File: config.mk
export PLATFORM = sky130hd
export DESIGN_NAME = conv16_sched
export DESIGN_NICKNAME = d
export VERILOG_FILES = /design/src/rtl/conv16_sched_pkg.sv /design/src/rtl/conv16_sched_vld_pipe.sv /design/src/rtl/conv16_sched.sv
export SDC_FILE = /design/constraint.sdc
export NUM_CORES = 1
export LEC_CHECK = 0
export CAP_MARGIN = 25
export CORE_AREA = 2 2 246 248
export DETAILED_ROUTE_END_ITERATION = 6
export DIE_AREA = 0 0 248 250
export PLACE_DENSITY_LB_ADDON = 0.25
export RECOVER_POWER = 50
export SLEW_MARGIN = 15
export SYNTH_ARGS = -nofsm -noshare
export SYNTH_HDL_FRONTEND = slang
export SYNTH_HIERARCHICAL = 1
export SYNTH_SLANG_ARGS = --single-unit
File: constraint.sdc
create_clock -name clk -period 2.3 [get_ports clk]
set_clock_uncertainty 0.1 [all_clocks]
set_input_delay 0.575 -clock clk [delete_from_list [all_inputs] [get_ports clk]]
set_output_delay 0.575 -clock clk [all_outputs]
set_load 0.005 [all_outputs]
File: src/rtl/conv16_sched_pkg.sv
// Shared definitions for the 16-row 3-tap convolution sequencer:
// datapath widths, vector typedefs, the sequencer state encoding and
// the job-length legality helper.
package definition;

  // Element width of feature-map and filter values.
  localparam int width = 8;

  // Core geometry: 16 rows per column, 3 taps per filter column,
  // 8 partial sums per window.
  localparam int ROWS = 16;
  localparam int TAPS = 3;
  localparam int SUMS = 8;

  typedef logic [ROWS*width-1:0]   row_vec_t;
  typedef logic [TAPS*width-1:0]   filt_vec_t;
  typedef logic [SUMS*2*width-1:0] sum_vec_t;

  typedef enum logic [1:0] {
    IDLE   = 2'd0,
    STREAM = 2'd1,
    DRAIN  = 2'd2,
    DONE   = 2'd3
  } sched_state_t;

  // A job needs at least one full 3-column window and must fit in the
  // feature-map buffer.
  function automatic logic cols_legal(input int cols, input int cols_max);
    return (cols >= TAPS) && (cols <= cols_max);
  endfunction

endpackage

File: src/rtl/conv16_sched_vld_pipe.sv
// conv16_vld_pipe: fixed-depth shift register that carries a
// {valid, column index} tag from the point a row vector is issued to
// the core until the matching sums come back. All stages reset to 0.
module conv16_vld_pipe #(
  parameter int DEPTH = 3,
  parameter int CW    = 6
) (
  input  logic          clk,
  input  logic          rstn,
  input  logic          in_valid,
  input  logic [CW-1:0] in_col,
  output logic          out_valid,
  output logic [CW-1:0] out_col
);

  logic [DEPTH-1:0] vld_sr;
  logic [CW-1:0]    col_sr [DEPTH];

  // Shift the tag one stage per cycle; stage 0 takes the new tag.
  always_ff @(posedge clk or negedge rstn) begin
    if (!rstn) begin
      vld_sr <= '0;
      for (int i = 0; i < DEPTH; i++) begin
        col_sr[i] <= '0;
      end
    end else begin
      vld_sr[0] <= in_valid;
      col_sr[0] <= in_col;
      for (int i = 1; i < DEPTH; i++) begin
        vld_sr[i] <= vld_sr[i-1];
        col_sr[i] <= col_sr[i-1];
      end
    end
  end

  assign out_valid = vld_sr[DEPTH-1];
  assign out_col   = col_sr[DEPTH-1];

endmodule

File: src/rtl/conv16_sched.sv
// conv16_sched: job sequencer for the 16-row 3-tap convolution core.
// On start it reads the three filter columns and cfg_cols feature-map
// columns, streams them into the core, flushes the core pipeline and
// captures one 8-sum beat per complete 3-column window.
// Optional feature: define CONV16_SCHED_PERF_EN to get a saturating
// busy-cycle counter on perf_cyc; otherwise perf_cyc is tied to 0.
module conv16_sched
  import definition::*;
#(
  parameter int COLS_MAX = 64,
  parameter int AW       = $clog2(COLS_MAX),
  parameter int CORE_LAT = 2
) (
  input  logic                     clk,
  input  logic                     rstn,
  input  logic                     start,
  input  logic [AW:0]              cfg_cols,
  output logic                     busy,
  output logic                     done,
  output logic                     err,
  output logic                     w_rd,
  output logic [1:0]               w_addr,
  input  logic [TAPS*width-1:0]    w_data,
  output logic                     fm_rd,
  output logic [AW-1:0]            fm_addr,
  input  logic [ROWS*width-1:0]    fm_data,
  output logic                     conv_en,
  output logic [TAPS*width-1:0]    o_f,
  output logic [ROWS*width-1:0]    o_r,
  input  logic [SUMS*2*width-1:0]  i_sum,
  output logic                     out_valid,
  output logic [SUMS*2*width-1:0]  out_sum,
  output logic [AW-1:0]            out_col,
  output logic [31:0]              perf_cyc
);

  // The drain phase covers the memory read latency, the operand
  // register stage, the core latency and the sum capture register, so
  // the last window's beat lands before done.
  localparam int          DRAIN_LEN  = CORE_LAT + 3;
  localparam int          DW         = $clog2(DRAIN_LEN + 1);
  localparam logic [DW-1:0] DRAIN_LAST = DW'(DRAIN_LEN - 1);
  localparam logic [AW:0]   COLS_ONE   = (AW+1)'(1);

  sched_state_t  state;
  logic [AW:0]   cols_q;
  logic [DW-1:0] drain_cnt;

  logic          fm_rd_d;
  logic          w_rd_d;
  logic [AW-1:0] fm_addr_d;

  logic          cfg_ok;
  logic          last_tick;

  logic          tag_valid;
  logic [AW-1:0] tag_col;
  logic          pipe_valid;
  logic [AW-1:0] pipe_col;

  assign cfg_ok    = cols_legal(int'(cfg_cols), COLS_MAX);
  assign last_tick = ({1'b0, fm_addr} == (cols_q - COLS_ONE));

  // Job control: issues the memory reads, sequences drain and done,
  // and owns every registered control output.
  always_ff @(posedge clk or negedge rstn) begin
    if (!rstn) begin
      state     <= IDLE;
      cols_q    <= '0;
      drain_cnt <= '0;
      busy      <= 1'b0;
      done      <= 1'b0;
      err       <= 1'b0;
      w_rd      <= 1'b0;
      w_addr    <= '0;
      fm_rd     <= 1'b0;
      fm_addr   <= '0;
      conv_en   <= 1'b0;
    end else begin
      done <= 1'b0;
      if (fm_rd_d) begin
        conv_en <= 1'b1;
      end
      case (state)
        IDLE: begin
          if (start) begin
            busy <= 1'b1;
            if (cfg_ok) begin
              state   <= STREAM;
              err     <= 1'b0;
              cols_q  <= cfg_cols;
              fm_rd   <= 1'b1;
              fm_addr <= '0;
              w_rd    <= 1'b1;
              w_addr  <= 2'd0;
            end else begin
              state <= DONE;
              err   <= 1'b1;
              done  <= 1'b1;
            end
          end
        end
        STREAM: begin
          if (last_tick) begin
            state     <= DRAIN;
            drain_cnt <= '0;
            fm_rd     <= 1'b0;
            fm_addr   <= '0;
            w_rd      <= 1'b0;
            w_addr    <= 2'd0;
          end else begin
            fm_addr <= fm_addr + AW'(1);
            if (fm_addr < AW'(2)) begin
              w_rd   <= 1'b1;
              w_addr <= fm_addr[1:0] + 2'd1;
            end else begin
              w_rd   <= 1'b0;
              w_addr <= 2'd0;
            end
          end
        end
        DRAIN: begin
          if (drain_cnt == DRAIN_LAST) begin
            state   <= DONE;
            done    <= 1'b1;
            conv_en <= 1'b0;
          end else begin
            drain_cnt <= drain_cnt + DW'(1);
          end
        end
        DONE: begin
          state <= IDLE;
          busy  <= 1'b0;
        end
        default: begin
          state <= IDLE;
          busy  <= 1'b0;
        end
      endcase
    end
  end

  // Register returned memory data into the core operands; anything
  // not backed by a read this cycle is driven as zero.
  always_ff @(posedge clk or negedge rstn) begin
    if (!rstn) begin
      fm_rd_d   <= 1'b0;
      w_rd_d    <= 1'b0;
      fm_addr_d <= '0;
      o_r       <= '0;
      o_f       <= '0;
    end else begin
      fm_rd_d   <= fm_rd;
      w_rd_d    <= w_rd;
      fm_addr_d <= fm_addr;
      o_r       <= fm_rd_d ? fm_data : '0;
      o_f       <= w_rd_d ? w_data : '0;
    end
  end

  // Rows 0 and 1 only prime the window, so the first tagged output is
  // row 2, reported as output column 0.
  assign tag_valid = fm_rd_d && (fm_addr_d >= AW'(2));
  assign tag_col   = fm_addr_d - AW'(2);

  conv16_vld_pipe #(
    .DEPTH (CORE_LAT + 1),
    .CW    (AW)
  ) u_vld_pipe (
    .clk       (clk),
    .rstn      (rstn),
    .in_valid  (tag_valid),
    .in_col    (tag_col),
    .out_valid (pipe_valid),
    .out_col   (pipe_col)
  );

  // Capture the core sums when the tag for a complete window arrives.
  always_ff @(posedge clk or negedge rstn) begin
    if (!rstn) begin
      out_valid <= 1'b0;
      out_sum   <= '0;
      out_col   <= '0;
    end else begin
      out_valid <= pipe_valid;
      if (pipe_valid) begin
        out_sum <= i_sum;
        out_col <= pipe_col;
      end
    end
  end

`ifdef CONV16_SCHED_PERF_EN
  logic [31:0] perf_q;

  // Count busy cycles of the current job, saturating at all-ones.
  always_ff @(posedge clk or negedge rstn) begin
    if (!rstn) begin
      perf_q <= '0;
    end else if ((state == IDLE) && start) begin
      perf_q <= '0;
    end else if (busy && (perf_q != '1)) begin
      perf_q <= perf_q + 32'd1;
    end
  end

  assign perf_cyc = perf_q;
`else
  assign perf_cyc = '0;
`endif

endmodule

== Word-level counts from Yosys, hierarchy flattened ==
Cells that the tools add are included.
Cells by class
  reductions and logical operators: 13
  multiplexer cells: 35
  add/sub/neg operators: 5
  eq/ne operators: 10
  $lt $le $gt $ge: 4
Operator list (number)
  $mux 128: 1
  $mux 24: 1
  $mux 6: 3
  $mux 2: 8
  $mux 1: 12
  $pmux 6 s2: 1
  $reduce_and 3->1: 4
  $ne 2x2->1 const B: 5
  $pmux 1 s2: 4
  $pmux 2 s4: 1
  $eq 6x7->1: 1
  $ge 7x2->1 const B: 1
  $le 7x7->1 const B: 1
  $sub 7x1->7 const B: 1
  $add 6x1->6 const B: 1
  $ge 6x2->1 const B: 1
  $lt 6x2->1 const B: 1
  $mux 3: 2
  $pmux 3 s2: 1
  $reduce_bool 2->1: 3
  $sub 6x2->6 const B: 1
  $eq 2x2->1 const B: 2
  $pmux 2 s2: 1
  $reduce_and 2->1: 2
  other kinds (7): 8
Word-level totals
  logic and storage cells: 90
  bits of input ports: 290
  output and inout bits: 333
  bits in registers: 342

== Logic depth before layout (Yosys ltp) ==
  depth after elaboration: 5
  mapped depth: 9
  mapped depth without buffers: 8

== Hierarchy ==
Netlist, hierarchy kept.
Modules (own cells, without submodules)
  conv16_sched: area an instance 11843.9 um^2, instances 1, sequential area each 8032.7 um^2, cells each 820
  conv16_vld_pipe: area an instance 570.5 um^2, instances 1, sequential area each 525.5 um^2, cells each 27

== Worst setup path after synthesis ==
OpenSTA, ideal clock, no wires.
  kind: reg2reg
  start point: register cols_q[1]
  end point: register fm_addr[5]
  setup time: 0.126 ns
  stages on the path, launching flop included: 9
  data arrival time: 2.318 ns
  slack: -0.244 ns
  cell sequence: dfrtp_1 > clkbuf_1 > inv_1 > ha_1 > or3_1 > a311o_1 > o31a_1 > and3_1 > a221o_1
Between the ends
  word-level cells in the longest chain between the ends: 4
Ends and longest elaborated chain
  start, declared: line conv16_sched.sv:46  | logic [AW:0] cols_q;
  start signal, assigned: line conv16_sched.sv:91  | cols_q <= cfg_cols;
  $sub 7x1->7: line conv16_sched.sv:62  | assign last_tick = ({1'b0, fm_addr} == (cols_q - COLS_ONE));
  $eq 6x7->1: line conv16_sched.sv:62
  $mux 6: line conv16_sched.sv:104  | if (last_tick) begin
  $pmux 6 s2: line conv16_sched.sv:84  | case (state)
  end signal, assigned: line conv16_sched.sv:112  | fm_addr <= fm_addr + AW'(1);
  end, declared: line conv16_sched.sv:25  | output logic [AW-1:0] fm_addr,
Every way passes these cells.
A chain may end at the register's enable or synchronous reset.

== Worst setup path in the final report ==
  start point: register cols_q[1]
  end point: register state[0]
Between the ends
  word-level cells in the longest chain between the ends: 4
Ends and longest elaborated chain
  $sub 7x1->7: line conv16_sched.sv:62
  $eq 6x7->1: line conv16_sched.sv:62
  $ne 2x2->1 (no source line)
  $reduce_and 3->1 (no source line)
  end signal, assigned: line conv16_sched.sv:68  | state <= IDLE;
  end signal, assigned: line conv16_sched.sv:89  | state <= STREAM;
  end signal, assigned: line conv16_sched.sv:97  | state <= DONE;
  end, declared: line conv16_sched.sv:45  | sched_state_t state;
Every way passes these cells.

==> impl_metrics.env <==
export IMPL_status="finished, violations left"
export IMPL_violations="setup timing"
export IMPL_hold_start="u_vld_pipe/vld_sr[0]"
export IMPL_dr_pass1_iters=4
export IMPL_synth_area_um2=12400
export IMPL_die_w_um=248
export IMPL_combPwrFrac_pct=35.1
export IMPL_place_port_buffers=590
export IMPL_clock_latency_ns=0.55
export IMPL_async_reset_ff_share_pct=100
export IMPL_synth_edff_count=0
export IMPL_startpoint_type="flip-flop"
export IMPL_wl_per_cell_um=17.3
export IMPL_max_freq_mhz=416
export IMPL_cp_startpoint="cols_q[1]"
export IMPL_rsz0062_at_grt="yes"
export IMPL_sequentialPowerShare_pct=38.1
export IMPL_finalSetupViolCount=9
export IMPL_std_cell_rows=90
export IMPL_hpwl_um=30200
export IMPL_register_area_um2=8560
export IMPL_track_usage_pct=12.4
export IMPL_finalPower_mw=23.4
export IMPL_report_final_slew_viol_count=0
export IMPL_vias=8816
export IMPL_grt_pass1_vias=9192
export IMPL_ys_seq_elements=342
export IMPL_peakVddDrop_mv=0.643
export IMPL_grt_overflow=0
export IMPL_fin_crit_ns=2.40
export IMPL_maxCapViolCount=0
export IMPL_finalWorstSetupSlack_ns=-0.104
export IMPL_route_detailed_drc=0
export IMPL_wirelength_um=39900
export IMPL_finalSetupTns_ns=-0.708
export IMPL_crit_end="state[0]"
export IMPL_cts_htree_levels=2
export IMPL_multi_input_area_um2=3610
export IMPL_p_int_mw=16.9
export IMPL_worst_slew_pin_slew_ns=1.48
export IMPL_clockBufferDepth=3
export IMPL_period_share_pct=105
export IMPL_r2r_start="cols_q[1]"
export IMPL_arrival_ns=2.73
export IMPL_start_util_pct=20.8
export IMPL_final_hold_viol_count=0
export IMPL_hold_class="flip-flop to flip-flop"
export IMPL_syn_inst=847
export IMPL_cp_required_ns=2.63
export IMPL_die_area_um2=62000
export IMPL_numCtsBuffers=42
export IMPL_syn_to_final_growth_pct=67.7
export IMPL_io_pins=623
export IMPL_critical_path_class="flip-flop to flip-flop"
export IMPL_synth_ff_type="dfrtp_1"
export IMPL_r2r_slack_ns=-0.10
export IMPL_antenna_found_initial=9
export IMPL_worst_path_max_fanout=7
export IMPL_stdcell_area_um2=20800
export IMPL_cts_tree="done"
export IMPL_r2r_end="state[0]"
export IMPL_r2r_worst_path_cells=8
export IMPL_drt_iter0_drc=356
export IMPL_clockRootBuffer="clkbuf_16"
export IMPL_netSwitchingPower_mw=6.43
export IMPL_avgViaCountPerCell=3.83
export IMPL_endpoint_kind="flip-flop"
export IMPL_cts_clk_slew_worst_paths_ns=0.06
export IMPL_p_leak_nw=8.61
export IMPL_final_common_cell="clkdlybuf4s50_1"
export IMPL_layout_common_cells="583 x clkdlybuf4s50_1, 340 x dfrtp_1, 142 x mux2_2"
export IMPL_relSlewSlack_pct=1.51
export IMPL_syn_area_per_cell_um2=14.7
export IMPL_grt_pass1_wl_um=58000
export IMPL_cts_sinks=342
export IMPL_ant_nets=0
export IMPL_yosysWarnings=6
export IMPL_place_gp_congestion=0.830
export IMPL_synth_cell_type_count=46
export IMPL_dpl_cell_area_um2=19500
export IMPL_dp_slack_ns=-0.473
export IMPL_grt_max_degree=54
export IMPL_synth_seq_area_share_pct=68.9
export IMPL_final_util_pct=34.9
export IMPL_die_h_um=250
export IMPL_pwr_density_cell_nw_per_um2=1120
export IMPL_clkPwrFrac_pct=26.8
export IMPL_fill_cells=5762
export IMPL_sw_frac_of_total_pct=27.5
export IMPL_final_layout_size_suffix_gt1_share_pct=17.5
export IMPL_fin_nets=1787
export IMPL_coreArea_um2=59600
[power by group through the flow]
stage | Sequential [mW] | Combinational (mW) | Clock [mW]
CTS | 8.96 | 8.24 | 6.53
global placement | 8.97 | 8.09 | 0
global route | 9.15 | 8.84 | 6.79
detailed placement | 9.03 | 8.16 | 0
floorplan | 8.87 | 3.43 | 0
finish | 8.90 | 8.20 | 6.25
[layout make-up]
cell class	count	area share, %
Sequential cell	342	41.1
Timing Repair Buffer	640	30.3
Multi-Input combinational cell	448	17.4
Clock buffer	65	5.75
Tap cell	782	4.70
Clock inverter	11	0.493
Inverter	14	0.264
Antenna cell	2	0.0240
[routing by layer]
layer / GRT usage, % / routed length [um] / part of all wire [%]
met1: 14.3 / 15500 / 39
met2: 21.4 / 20200 / 51
met3: 4.08 / 3150 / 7.9
met4: 3.70 / 945 / 2.4
met5: 0 / 57 / 0.14
[cells in the mapped netlist, types with 7 or more instances]
library cell | count | share of area [%]
buf_4 | 38 | 2.3
clkbuf_1 | 33 | 1.0
nand2_1 | 16 | 0.48
mux2_2 | 142 | 13
dfrtp_1 | 342 | 69
ha_1 | 9 | 0.91
nor2_1 | 12 | 0.36
o21ai_0 | 11 | 0.44
inv_1 | 14 | 0.42
a21oi_1 | 7 | 0.28
and2_1 | 154 | 7.8
[kinds of logic after synthesis]
logic type	count (synthesis)	synth area share [%]
compound gates	42	2.46
xor+xnor	8	0.564
fa+ha+maj	9	0.907
buf+inv	88	3.82
flops	342	68.9
mux	145	13.1
other cells	1	0.0302
simple gates	212	10.2
[stage by stage]
stage	std cells	hold WS (ns)
floorplan	878	0.179
global placement	2221	0.233
detailed placement	2221	0.236
CTS	2301	0.241
global route	2304	0.256
finish	2304	0.240
[worst max-delay path, stage by stage, from the launching register on]
cell and delay (ns):
dfrtp_1 0.39, inv_4 0.04, ha_4 0.25, xor2_1 0.17, o211ai_1 0.14, a311o_1 0.33
o31a_1 0.40, buf_4 0.18, o32a_1 0.28
[state kept, by name (all words and copies together), names as in the netlist, 2 cells and up]
| signal | count |
|---|---|
| o_r | 128 |
| out_sum | 128 |
| o_f | 24 |
| u_vld_pipe/col_sr | 12 |
| cols_q | 7 |
| fm_addr | 6 |
| fm_addr_d | 6 |
| out_col | 6 |
| u_vld_pipe/out_col | 6 |
| drain_cnt | 3 |
| u_vld_pipe/vld_sr | 3 |
| state | 2 |
| w_addr | 2 |
[worst min-delay path by stage]
stage | cells past startpoint | endpoint | slack [ns]
2_1_floorplan | 0 | busy | 0.18
3_3_place_gp | 0 | u_vld_pipe/vld_sr[2] | 0.23
3_5_place_dp | 0 | u_vld_pipe/vld_sr[1] | 0.24
4_1_cts | 0 | u_vld_pipe/vld_sr[1] | 0.24
5_1_grt | 0 | u_vld_pipe/col_sr[10] | 0.26
6_report | 0 | u_vld_pipe/vld_sr[1] | 0.24
[timing repair]
item | CTS | global route
hold buffers | 1 | 0
pin swaps | 5 | 7
endpoints found under the setup margin | 18 | 16
setup buffers | 3 | 1
hold endpoints to repair | 29 | 0
gates resized for setup | 12 | 17
gates cloned | 0 | 0
Power figures use the tool's default switching activity.
